--- config.mk ---
export PLATFORM = sky130hd
export DESIGN_NAME = asic_isoseq
export DESIGN_NICKNAME = d
export VERILOG_FILES = /design/src/rtl/asic_isoseq.sv
export SDC_FILE = /design/constraint.sdc
export NUM_CORES = 1
export LEC_CHECK = 0
export ABC_AREA = 1
export CAP_MARGIN = 40
export CORE_MARGIN = 2
export CORE_UTILIZATION = 25
export CTS_BUF_LIST = sky130_fd_sc_hd__clkbuf_8
export DETAILED_ROUTE_END_ITERATION = 10
export DONT_BUFFER_PORTS = 1
export PLACE_DENSITY_LB_ADDON = 0.2
export REMOVE_ABC_BUFFERS = 1
export SYNTH_ARGS = -nofsm -noshare
export SYNTH_HDL_FRONTEND = slang
export SYNTH_SLANG_ARGS = --single-unit
--- constraint.sdc ---
create_clock -name clk -period 1.3 [get_ports clk]
set_input_delay 0.195 -clock clk [delete_from_list [all_inputs] [get_ports clk]]
set_output_delay 0.195 -clock clk [all_outputs]
set_load 0.02 [all_outputs]
--- src/rtl/asic_isoseq.sv ---
// -----------------------------------------------------------------------------
// asic_isoseq
//   Power-domain isolation sequencer with an N-bit clamp bank. Lives in the
//   always-on domain between the power manager and a switchable domain.
//   Isolation is raised before the power switch opens. It is held until the
//   rail reports good and a programmable settle time has elapsed.
//
// Parameters
//   N      width of the isolated data bus
//   CW     width of the delay counter and of the delay configuration inputs
//   CLAMP  "HIGH": out = iso | in      "LOW": out = ~iso & in
//   PROP   technology hint for downstream flows; no functional effect
//
// Ports
//   clk        always-on clock
//   nreset     synchronous active-low reset
//   sleep_req  1 = request power-down, 0 = request power-up
//   iso_dly    ISOLATE dwell minus one (sampled on counter load)
//   pwr_dly    SETTLE dwell minus one (sampled on counter load)
//   pwr_good   switchable rail stable, already synchronised to clk
//   in         signals arriving from the switchable domain
//   out        clamped signals towards the always-on domain
//   iso        registered isolation enable
//   pwr_en     registered power-switch enable
//   sleep_ack  high only while the domain is safely off
//   busy       high while a transition is in progress
// -----------------------------------------------------------------------------
module asic_isoseq #(
    parameter int    N     = 1,
    parameter int    CW    = 8,
    parameter string CLAMP = "HIGH",
    parameter string PROP  = "DEFAULT"
) (
    input  logic          clk,
    input  logic          nreset,
    input  logic          sleep_req,
    input  logic [CW-1:0] iso_dly,
    input  logic [CW-1:0] pwr_dly,
    input  logic          pwr_good,
    input  logic [N-1:0]  in,
    output logic [N-1:0]  out,
    output logic          iso,
    output logic          pwr_en,
    output logic          sleep_ack,
    output logic          busy
);

    typedef enum logic [2:0] {
        ST_ON      = 3'd0,
        ST_ISOLATE = 3'd1,
        ST_OFF     = 3'd2,
        ST_WAKE    = 3'd3,
        ST_SETTLE  = 3'd4
    } state_t;

    localparam logic [CW-1:0] CNT_ZERO = {CW{1'b0}};
    localparam logic [CW-1:0] CNT_ONE  = {{(CW-1){1'b0}}, 1'b1};

    state_t        state_r;
    state_t        state_nxt_s;
    logic [CW-1:0] cnt_r;
    logic [CW-1:0] cnt_nxt_s;
    logic          iso_r;
    logic          pwr_en_r;
    logic          sleep_ack_r;
    logic          busy_r;
    logic          iso_nxt_s;
    logic          pwr_en_nxt_s;
    logic          sleep_ack_nxt_s;
    logic          busy_nxt_s;

    // Next-state and counter logic. Within each state the checks run in
    // priority order. A sleep_req reversal always wins over counter expiry.
    always_comb begin
        state_nxt_s = state_r;
        cnt_nxt_s   = cnt_r;
        case (state_r)
            ST_ON: begin
                if (sleep_req) begin
                    state_nxt_s = ST_ISOLATE;
                    cnt_nxt_s   = iso_dly;
                end else begin
                    state_nxt_s = ST_ON;
                end
            end
            ST_ISOLATE: begin
                if (!sleep_req) begin
                    // Abort: power was never removed, so release at once.
                    state_nxt_s = ST_ON;
                end else if (cnt_r == CNT_ZERO) begin
                    state_nxt_s = ST_OFF;
                end else begin
                    cnt_nxt_s = cnt_r - CNT_ONE;
                end
            end
            ST_OFF: begin
                if (!sleep_req) begin
                    state_nxt_s = ST_WAKE;
                end else begin
                    state_nxt_s = ST_OFF;
                end
            end
            ST_WAKE: begin
                if (sleep_req) begin
                    state_nxt_s = ST_OFF;
                end else if (pwr_good) begin
                    state_nxt_s = ST_SETTLE;
                    cnt_nxt_s   = pwr_dly;
                end else begin
                    state_nxt_s = ST_WAKE;
                end
            end
            ST_SETTLE: begin
                if (sleep_req) begin
                    state_nxt_s = ST_OFF;
                end else if (!pwr_good) begin
                    // A rail glitch restarts the whole settle period.
                    state_nxt_s = ST_WAKE;
                end else if (cnt_r == CNT_ZERO) begin
                    state_nxt_s = ST_ON;
                end else begin
                    cnt_nxt_s = cnt_r - CNT_ONE;
                end
            end
            default: begin
                state_nxt_s = ST_OFF;
                cnt_nxt_s   = CNT_ZERO;
            end
        endcase
    end

    // Decode the outputs from the next state, so the registered outputs
    // line up with the state register and have no input-to-output path.
    always_comb begin
        iso_nxt_s       = 1'b1;
        pwr_en_nxt_s    = 1'b1;
        sleep_ack_nxt_s = 1'b0;
        busy_nxt_s      = 1'b0;
        case (state_nxt_s)
            ST_ON: begin
                iso_nxt_s = 1'b0;
            end
            ST_OFF: begin
                pwr_en_nxt_s    = 1'b0;
                sleep_ack_nxt_s = 1'b1;
            end
            ST_ISOLATE, ST_WAKE, ST_SETTLE: begin
                busy_nxt_s = 1'b1;
            end
            default: begin
                pwr_en_nxt_s    = 1'b0;
                sleep_ack_nxt_s = 1'b1;
            end
        endcase
    end

    // State, counter and output registers. Reset lands directly in OFF.
    always_ff @(posedge clk) begin
        if (!nreset) begin
            state_r     <= ST_OFF;
            cnt_r       <= CNT_ZERO;
            iso_r       <= 1'b1;
            pwr_en_r    <= 1'b0;
            sleep_ack_r <= 1'b1;
            busy_r      <= 1'b0;
        end else begin
            state_r     <= state_nxt_s;
            cnt_r       <= cnt_nxt_s;
            iso_r       <= iso_nxt_s;
            pwr_en_r    <= pwr_en_nxt_s;
            sleep_ack_r <= sleep_ack_nxt_s;
            busy_r      <= busy_nxt_s;
        end
    end

    assign iso       = iso_r;
    assign pwr_en    = pwr_en_r;
    assign sleep_ack = sleep_ack_r;
    assign busy      = busy_r;

    // Clamp bank: zero-latency gating of the crossing bus by registered iso.
    generate
        if (CLAMP == "LOW") begin : g_clamp_low
            assign out = ~{N{iso_r}} & in;
        end else begin : g_clamp_high
            assign out = {N{iso_r}} | in;
        end
    endgenerate

    // Hook point for technology-specific isolation cells. The generic
    // clamp logic above is used for every value of PROP.
    generate
        if (PROP != "DEFAULT") begin : g_prop_custom
        end
    endgenerate

endmodule

# [Word-level counts from Yosys, hierarchy flattened]
# Index checks and enable logic that the tools add are counted.
[totals] ff_bits=15 in_bits=21
[classes] addsub=1 eq_ne=13 n_mux=22 bitwise=2 n_reduce_logical=6
[ops] operator="2-to-1 mux 8 bit" count=7
[ops] operator="one-hot mux 8 bit (5 select lines)" count=1
[ops] operator="2-to-1 mux 3 bit" count=7
[ops] operator="one-hot mux 3 bit (5 select lines)" count=1
[ops] operator="inequality test 2 bit (second input constant)" count=6
[ops] operator="== test 3 x 2 -> 1 bit (second input constant)" count=3
[ops] operator="logical NOT 8 bit" count=1
[ops] operator="subtractor 8 x 1 -> 8 bit (second input constant)" count=1
[ops] operator="AND reduction 7 bit" count=1
[ops] operator="== test 3 x 1 -> 1 bit (second input constant)" count=2
[ops] operator="== test 3 bit (second input constant)" count=2
[ops] operator="logical NOT 3 bit" count=2
[ops] operator="2-to-1 mux 1 bit" count=6
[ops] operator="OR reduction 4 bit" count=1
[ops] operator="OR reduction 3 bit" count=1
[ops] operator="inverter 1 bit" count=1
[ops] operator="OR 1 bit" count=1

# [Depth between registers and ports, before layout]
[depth] ltp_word=8 ltp_mapped=10 mapped_depth_nobuf=10

# [Worst setup path after synthesis]
# Ideal clock, no wire load.
[synth_timing] path_type="register to register" start="register cnt_r[0]" end="register busy_r (netlist: busy)" t_arrival_ns=1.166 required_ns=1.168 slack_ns=0.002 path_stages_with_launch=10 path_cell_list="dfxtp_1 > inv_1 > ha_1 > nand3_1 > nor2_4 > nor2_1 > o21ai_0 > nand3_1 > nand2_1 > o21ai_0"
[synth_via] elab_chain_len=8
[synth_lines] item="start: declaration" line="61" source="logic [CW-1:0] cnt_r;"
[synth_lines] item="start signal: assignment" line="168" source="cnt_r <= cnt_nxt_s;"
[synth_lines] item="logical NOT 8 bit (*)" line="90, 119"
[synth_lines] item="2-to-1 mux 3 bit" line="119" source="end else if (cnt_r == CNT_ZERO) begin"
[synth_lines] item="2-to-1 mux 3 bit" line="116" source="end else if (!pwr_good) begin"
[synth_lines] item="2-to-1 mux 3 bit" line="114" source="if (sleep_req) begin"
[synth_lines] item="one-hot mux 3 bit (5 select lines) (*)" line="77" source="case (state_r)"
[synth_lines] item="== test 3 x 1 -> 1 bit, or another cell as far along" line="139" source="case (state_nxt_s)"
[synth_lines] item="OR reduction 3 bit (*)"
[synth_lines] item="2-to-1 mux 1 bit (*)" line="139"
[synth_lines] item="end signal: assignment" line="172" source="busy_r <= busy_nxt_s;"
[synth_lines] item="end: declaration" line="66" source="logic busy_r;"
# Every way passes the cells marked *; elsewhere a longest branch is shown, timed or not.
# A chain may end at the register's enable or synchronous reset.

# [Final worst setup path]
[layout_timing] start="register cnt_r[1]" end="register cnt_r[0]"
[layout_via] elab_chain_len=5
[layout_lines] item="logical NOT 8 bit (*)" line="90, 119"
[layout_lines] item="2-to-1 mux 8 bit (*)"
[layout_lines] item="2-to-1 mux 8 bit (2 in series)"
[layout_lines] item="one-hot mux 8 bit (5 select lines) (*)"
# Every way passes the cells marked *; elsewhere a longest branch is shown, timed or not. The select of a mux whose other input is x is not followed.

==> impl_metrics.toml <==
[run_status]
status = "finished with violations"
violations = "setup timing"

[timing]
finalCritPeriodShare_pct = 100
hold_viol = 0
holdWs_ns = 0.0145
rsz0062_at_grt = "true"
worst_slew_pin_slew_ns = 0.289
relSlewSlack_pct = 80.7
fin_worst_skew_ns = 0.00192
drv_slew = 0
tns_ns = -0.00229
finalWorstSetupSlack_ns = -0.00163
clock.fmax_mhz = 768
setup_violations = 2
period_needed_ns = 1.30

[synthesis]
synth-seq-cells = 15
seq_area_frac_synth_pct = 29.7
synth_area_leaders = "dfxtp_1 (30%), nand2_1 (24%), nand3_1 (8.9%)"
synth.distinct_cells = 19
syn_inst = 168
yosysTopAreaCellShare_pct = 29.7
syn_area_per_cell_um2 = 6.03
synth_area_mm2 = 0.00101
yosysWarnings = 0
synth.largest_area_cell = "dfxtp_1"

[global_routing]
grt_first_pass_wirelength_um = 4550
globalRouteOverflowTotal = 0
antenna_found_initial = 0
grt_use_total_pct = 13.7
grt_max_degree = 10
grt_pass1_vias = 1052

[cells_and_area]
finish.utilization_pct = 35.1
final_common_cell = "nand2_1"
finalNonFillerCells = 244
synthToLayoutAreaGrowth_pct = 36.7
design_area_mm2 = 0.00138
nets = 218
drive_above_1_share_pct = 28.9
mostFrequentLayoutCells = "nand2_1 (61), inv_1 (22), buf_4 (21), nand3_1 (16), nor2_1 (12)"
num_antenna_cells = 0

[floorplanning]
initial_core_util_pct = 25.7
core_mm2 = 0.00394
die_x_um = 67.6
core.rowCount = 23
die_h_um = 67.6
io_pins = 26
dieArea_mm2 = 0.00457

[worst_setup_path]
cpLargestDelayFamily = "simple AND/OR/NAND/NOR gates"
timing_worst_setup_path_type = "reg -> reg"
critPathBufInv = 1
crit_fanout = 8
r2r_slack_ns = -0.002
startpoint = "cnt_r[1]"
cpPeakStageDelay_ns = 0.35
timing.rr.start = "cnt_r[1]"
crit_arrival_ns = 1.48
path_cells = "inv_4 -> ha_4 -> nand3_4 -> nor2_4 -> nand2_2 -> nand2_4 -> nor2_8 -> nand2_1 -> a21oi_1"
worstSetupEndpointType = "flip-flop"
cp_slowest_cell = "dfxtp_2"
cp-start-kind = "flip-flop"
critPathRequiredTime_ns = 1.47

[detailed_routing]
drc = 0
vias_per_cell = 4.45
num_vias = 1087
avgRoutedWirePerCell_um = 11.4
first_pass_iters = 4
ant_nets = 0
drt_iter0_drc = 35
wirelength_um = 2790

[cts]
clock_path_buffers = 2
cts_max_level = 1
root_buffer = "clkbuf_8"
postCtsSetupBuffers = 0
cts_tree = "built"
postCtsHoldBufs = 0
clock-sinks = 15
clk_latency_ns = 0.25
clk_pin_slew_worst_paths_ns = 0.06
cts_buffers = 3

[placed_design]
io_buffers = 0
placed_area_mm2 = 0.00126
pre_cts_ws_ns = -0.128
placed_cells = 240
dpl.hpwl_um = 2240
gp_congestion = 0.870

[pwr]
p_total_mw = 1.38
ir_worst_vdd_v = 0.000653
powerDensity_mw_per_mm2 = 999
p_leak_nw = 0.656

[hold_path]
worstHoldStart = "nreset"
min_path_type = "in -> reg"

[run]
cap_viol_max_count = 0
cell usage after synthesis:
cell      count
ha_1          2
nor2_2        2
nand2_1      64
dfxtp_1      15
nand4_2       1
clkbuf_1      1
nand4_1       2
nor2_1       14
o21bai_1      1
a21oi_1       8
nor2_4        1
or2_2         1
o21ai_0       6
nand3_1      18
nand2_4       3
o21ai_1       1
nand2_2       3
nor2_8        1
inv_1        24
flip-flops by register name, indices dropped and copies added, names as in the netlist:
name,flops
state_r,3
cnt_r,8
pwr_en,1
busy,1
sleep_ack,1
iso,1
worst register-to-register path, stage by stage, from the launching register on:
cell and delay [ns]:
dfxtp_2 0.35, inv_4 0.05, ha_4 0.15, nand3_4 0.08, nor2_4 0.04, nand2_2 0.10, nand2_4 0.08, nor2_8 0.17
nand2_1 0.07, a21oi_1 0.13
path summary, 6_finish.rpt:
kind              cells after the start   endpoint
setup reg to reg                      9   cnt_r[0]
hold reg to reg                       3   cnt_r[7]
hold / removal                        1  sleep_ack
setup / recovery                      9   cnt_r[0]
layout make-up:
cell class	instances	area [um2]
inverters	24	92.6
multi-input cells	128	687
repair buffers	23	189
flip-flops and latches	15	307
clock buffers	3	41.3
clock inverters	1	5.00
well taps	50	62.6
fillers	441	2560
per-layer routing:
layer  track usage (%)  wire (um)  share of wire, %
met1              14.3       1160                41
met2              26.0       1480                53
met3              3.33        118               4.2
met4              5.10         38               1.4
met5                 0          0                 0
report_power, final:
part | internal [mW] | switching [mW]
sequential | 0.497 | 0.0435
combinational | 0.200 | 0.266
clock | 0.212 | 0.163
timing repair:
item,CTS,global route
endpoints found under the setup margin,13,13
pin swaps,5,2
gates resized for setup,17,10
cells by family (layout without fill, tap and decap cells):
logic type | Yosys count | after routing | synth area share [%]
DFF | 15 | 15 | 29.7
adders and majority gates | 2 | 2 | 2.47
and+or+nand+nor | 110 | 110 | 50.4
AOI/OAI and AO/OA | 16 | 16 | 8.16
buffers and inverters | 25 | 51 | 9.27
(Power assumes the default switching activity.)
